[src/rtl/div_clk_monitor.sv]
// div_clk_monitor: measures period/high time of a divided clock, flags lock and stall.
// High-time measurement is built only when DIV_CLK_MONITOR_DUTY_EN is defined.
module div_clk_monitor #(
   parameter int SIZE       = 8,
   parameter int LOCK_COUNT = 4
) (
   input  logic            clk,
   input  logic            reset_n,
   input  logic            enable,
   input  logic            div_in,
   output logic [SIZE-1:0] period,
   output logic [SIZE-1:0] high_time,
   output logic            valid,
   output logic            locked,
   output logic            timeout
);
   typedef enum logic [1:0] {IDLE, MEASURE, STALL} state_t;
   localparam logic [SIZE-1:0] MAX = '1;
   localparam logic [SIZE-1:0] ONE = SIZE'(1);
   localparam logic [3:0]      LC  = 4'(LOCK_COUNT);
   state_t          state_q, state_d;
   logic            s1_q, s2_q, s3_q, rise, at_max;
   logic [SIZE-1:0] cnt_q, cnt_d, period_q, period_d, prev_q, prev_d;
   logic [3:0]      match_q, match_d;
   logic            valid_q, valid_d, locked_q, locked_d;
   logic            timeout_q, timeout_d, prev_ok_q, prev_ok_d;
   assign rise   = s2_q & ~s3_q;
   assign at_max = cnt_q == MAX;
   always_ff @(posedge clk or negedge reset_n) begin
      if (!reset_n) begin
         s1_q <= 1'b0;
         s2_q <= 1'b0;
         s3_q <= 1'b0;
         state_q <= IDLE;
      end else begin
         s1_q <= div_in;
         s2_q <= s1_q;
         s3_q <= s2_q;
         state_q <= state_d;
      end
   end
   always_comb begin
      state_d = !enable ? IDLE :
                (state_q == MEASURE) ? ((at_max && !rise) ? STALL : MEASURE) :
                (rise ? MEASURE : state_q);
   end
   always_comb begin
      cnt_d     = cnt_q;
      period_d  = period_q;
      prev_d    = prev_q;
      match_d   = match_q;
      valid_d   = 1'b0;
      locked_d  = locked_q;
      timeout_d = timeout_q;
      prev_ok_d = prev_ok_q;
      if (!enable) begin
         cnt_d     = '0;
         locked_d  = 1'b0;
         timeout_d = 1'b0;
         match_d   = '0;
         prev_ok_d = 1'b0;
      end else if (state_q == MEASURE) begin
         cnt_d = at_max ? cnt_q : cnt_q + ONE;
         if (rise) begin
            period_d  = cnt_q;
            valid_d   = 1'b1;
            cnt_d     = ONE;
            match_d   = (prev_ok_q && cnt_q == prev_q) ? ((match_q == LC) ? match_q : match_q + 4'd1) : '0;
            locked_d  = match_d == LC;
            prev_d    = cnt_q;
            prev_ok_d = 1'b1;
         end else if (at_max) begin
            timeout_d = 1'b1;
            locked_d  = 1'b0;
            match_d   = '0;
            prev_ok_d = 1'b0;
         end
      end else if (rise) begin
         // a rise out of IDLE or STALL only opens a period; it is never reported
         cnt_d     = ONE;
         timeout_d = 1'b0;
      end
   end
   always_ff @(posedge clk or negedge reset_n) begin
      if (!reset_n) begin
         cnt_q     <= '0;
         period_q  <= '0;
         prev_q    <= '0;
         match_q   <= '0;
         valid_q   <= 1'b0;
         locked_q  <= 1'b0;
         timeout_q <= 1'b0;
         prev_ok_q <= 1'b0;
      end else begin
         cnt_q     <= cnt_d;
         period_q  <= period_d;
         prev_q    <= prev_d;
         match_q   <= match_d;
         valid_q   <= valid_d;
         locked_q  <= locked_d;
         timeout_q <= timeout_d;
         prev_ok_q <= prev_ok_d;
      end
   end
`ifdef DIV_CLK_MONITOR_DUTY_EN
   logic            fall;
   logic [SIZE-1:0] hi_q, hi_d, high_q, high_d;
   assign fall = ~s2_q & s3_q;
   always_comb begin
      hi_d   = (enable && state_q == MEASURE && fall) ? cnt_q : hi_q;
      high_d = (enable && state_q == MEASURE && rise) ? hi_q : high_q;
   end
   always_ff @(posedge clk or negedge reset_n) begin
      if (!reset_n) begin
         hi_q   <= '0;
         high_q <= '0;
      end else begin
         hi_q   <= hi_d;
         high_q <= high_d;
      end
   end
   assign high_time = high_q;
`else
   assign high_time = '0;
`endif
   assign period  = period_q;
   assign valid   = valid_q;
   assign locked  = locked_q;
   assign timeout = timeout_q;
endmodule
[config.mk]
export PLATFORM = sky130hd
export DESIGN_NAME = div_clk_monitor
export DESIGN_NICKNAME = d
export VERILOG_FILES = /design/src/rtl/div_clk_monitor.sv
export SDC_FILE = /design/constraint.sdc
export NUM_CORES = 1
export LEC_CHECK = 0
export CAP_MARGIN = 0
export CORE_UTILIZATION = 40
export CTS_CLUSTER_SIZE = 24
export DETAILED_ROUTE_END_ITERATION = 8
export PLACE_DENSITY_LB_ADDON = 0.08
export RECOVER_POWER = 50
export SLEW_MARGIN = 25
export SYNTH_ARGS = -nofsm -noshare
export SYNTH_HDL_FRONTEND = slang
export SYNTH_SLANG_ARGS = --single-unit
[constraint.sdc]
create_clock -name clk -period 2.2 [get_ports clk]
set_input_delay 0.44 -clock clk [delete_from_list [all_inputs] [get_ports clk]]
set_output_delay 0.44 -clock clk [all_outputs]
set_load 0.05 [all_outputs]
==> metrics.md <==
| Metric | Value |
|---|---|
| Status | finished, final reports clean |
| Synth top area cells | dfrtp_1 (47%), mux2_2 (5.9%), xnor2_1 (5.1%), buf_4 (4.4%), ha_1 (2.4%) |
| H-Tree Depth | 2 |
| Area leader, netlist | dfrtp_1 |
| Die Y | between 60 and 70 µm |
| Aggregate routed wire length | 2930 µm |
| HP Start | s1_q |
| CTS Buffer Depth | 2 |
| CTS tree | yes |
| CP endpoint kind | register |
| Worst slew pin tran | 737 ps |
| Chip width | ~64 µm |
| CTS sink count | 29 |
| Setup TNS | 0 ps |
| Wire length per cell | roughly 14 µm |
| Crit-path slowest cell | clkbuf_1 |
| Row count | 22 |
| Kind of critical path | primary input to register |
| Worst Skew | 4.61 ps |
| Place WS | about 280 ps |
| Layout cells sized above 1 | 0.160 |
| Initial Util | 0.420 |
| Vias in the first global route | approximately 1.1k |
| Max-slew headroom | 0.509 |
| Post-Synth Adder-Cell Area | 0.0244 |
| Global-route wire length before repair | approximately 5200 µm |
| Cells after synthesis | 140 |
| Die footprint | roughly 0.0041 mm² |
| CTS resizes | 0 |
| Critical Path RT | roughly 2400 ps |
| DR DRC count | 0 |
| Main combinational cell family by area after synthesis | simple AND/OR/NAND/NOR gates |
| Clock transition at path regs | 60 ps |
| Drt via density | ~5.1 |
| Global-route usage over all layers | 0.169 |
| Period utilisation layout | 0.886 |
| CP Buf/Inv Count | 2 |
| Max Slew Vio Count | 0 |
| GRT overflow | 0 |
| Pleak | ~0.0008 µW |
| Ant diodes | 0 |
| Syn avg cell area | 11.0 µm² |
| Layout fillers | 335 |
| Worst skew pair latency | roughly 280 ps |
| P_int | 866 µW |
| Commonest cells in the netlist | dfrtp_1 (29), buf_4 (9), xnor2_1 (9) |
| Synth Register Bits | 29 |
| Area grow syn2layout | 17.1% |
| Asr flop ratio synth | 1.00 |
| CP max stage delay | about 480 ps |
| Clk pwr share | 0.414 |
| Final setup fails | 0 |
| Unrepaired setup endpoints after global routing | false |
| Fin. Hold Viols | 0 |
| Largest net degree at the start of global routing | 30 |
| Most numerous cell in the Yosys netlist | dfrtp_1 |
| Fraction of the mapped netlist area in simple logic gates | 0.163 |
| Post-synth EDFFs | 0 |
| Share of power burned in registers | 0.477 |
| Final nets | ~170 |
| Top_reg_cell synth | dfrtp_1 |
| Final GP Congestion | ~0.84 |
| FF-to-FF setup slack | around 370 ps |
| Hold crit path type | register to register |
| Top cell type's share of synthesized area | 0.472 |
| Post-Syn Area | ~0.0015 mm² |
| Data arrival, critical path | approximately 2100 ps |
| Routed Antenna Nets | 0 |
| Final HPWL DP | 2100 µm |
| Worst VDD drop | about 0.38 mV |
| Reg-to-Reg Start | cnt_q[1] |
| Min Hold Slack | between 300 and 400 ps |
| Switching power as a share of total power | 0.258 |
| Setup bufs post-CTS | 0 |
| R2r endpoint | cnt_q[7] |
| Xor and xnor area share after synthesis | 0.0683 |
| Cell Pwr Density | ~650 mW/mm² |
| Inserted Clock Buffers | 5 |
| Via count | between 1k and 1.5k |
| Max-cap violation count | 0 |
| CP startpoint kind | primary input |
| Post-synthesis cell type count | 43 |
| Cts hold-fix bufs | 0 |
| Synth warn | 0 |
| Cell Chain, Critical Path | clkdlybuf4s50_1, and3b_1, and2_1, clkbuf_1, mux2_2 |
| Sequential area share after synthesis | 0.472 |
| Hold endpoint | s2_q |
| Reg2reg path depth | 5 |
| Iter 0 DRT Violations | 81 |
| Core area | roughly 0.0037 mm² |
| Post-synthesis compound-gate area fraction | 0.138 |
| Mux cell area share after synthesis | 0.0651 |
| DR pass1 iterations | 4 |
| Comb power frac | 0.110 |
| Top delay family on crit path | buffers and inverters |
| Hold Path Stages | 0 |
| Net Sw Power | between 300 and 400 µW |
| Worst setup margin | ~250 ps |
| I/O pin total | 23 |
| Initial antenna violation count | 0 |
| Tmin final | ~2000 ps |
| PortBufs | 14 |
| Root buf cell | clkbuf_8 |
| FMAX | roughly 510 MHz |
| Worst-path fanout max | 11 |
[worst max-delay path by stage]
stage	start	to	depth (start not counted)
after global routing	enable	prev_q[5]	5
after CTS	prev_q[1]	period[1]	1
after floorplan	cnt_q[0]	cnt_q[5]	5
after detailed placement	enable	locked	5
after global placement	enable	locked	5
final	enable	prev_q[5]	5
[worst register-to-register path: cells and delay by family (launching register included)]
family / cells / cell delay, ps
AND/OR/NAND/NOR: 2 / 740
flip-flops: 1 / 430
AO/OA/AOI/OAI: 2 / 350
adder cells (fa/ha/maj): 1 / 230
[power groups by stage]
stage | sequential (µW) | combinational, µW | clock [µW]
2_1_floorplan | 585 | 77.6 | 0
3_3_place_gp | 566 | 130 | 0
3_5_place_dp | 567 | 131 | 0
4_1_cts | 557 | 132 | 501
5_1_grt | 559 | 139 | 528
6_report | 557 | 128 | 483
[metal layers]
metal	up-vias	share of wire	GRT usage
met2	22	0.45	0.259
met3	2	0.036	0.0518
li1	529	-	-
met5	-	0	0
met1	527	0.50	0.220
met4	0	0.0075	0.0682
[layout by cell type, fill, tap and decap left out, types with 4 or more instances in the layout]
master / netlist / layout
o21ai_0: 6 / 6
or3_1: 4 / 4
inv_1: 5 / 5
dfrtp_1: 29 / 29
mux2_2: 8 / 8
nand2_1: 5 / 5
clkdlybuf4s50_1: 0 / 12
clkbuf_8: 0 / 7
nor2_1: 5 / 5
a21oi_1: 7 / 7
nand3_1: 5 / 6
conb_1: 1 / 8
xnor2_1: 9 / 9
[kinds of logic after synthesis]
kind of cell / after synthesis
AOI/OAI and AO/OA: 30
adders and majority gates: 3
other: 1
muxes: 9
buffers and inverters: 16
xor gates and xnor gates: 12
and+or+nand+nor: 40
DFF: 29
[per-stage QoR]
stage / utilization / total power [µW] / cell area (µm²) / cells
finish: 0.492 / 1170 / 1800 / 210
floorplan: - / 663 / 1560 / 147
global placement: 0.467 / 696 / 1710 / 202
global route: 0.492 / 1230 / 1800 / 210
CTS: 0.495 / 1190 / 1810 / 210
detailed placement: 0.467 / 698 / 1710 / 202
[area by class of cell]
type	instances	area, µm²	share of cell area
clock inverter	1	5.00	0.00278
sequential	29	726	0.403
timing repair buffer	18	164	0.0910
tap	48	60.1	0.0334
clock buffer	7	96.3	0.0535
inverter	5	18.8	0.0104
multi-input combinational	102	731	0.406
[flip-flops by register name, indices dropped and copies added, names as in the netlist]
register   cells
locked         1
prev_ok_q      1
prev_q         8
s3_q           1
state_q        2
timeout        1
cnt_q          8
match_q        4
valid          1
s1_q           1
s2_q           1
Note: power is estimated with default switching activity, not from simulation.
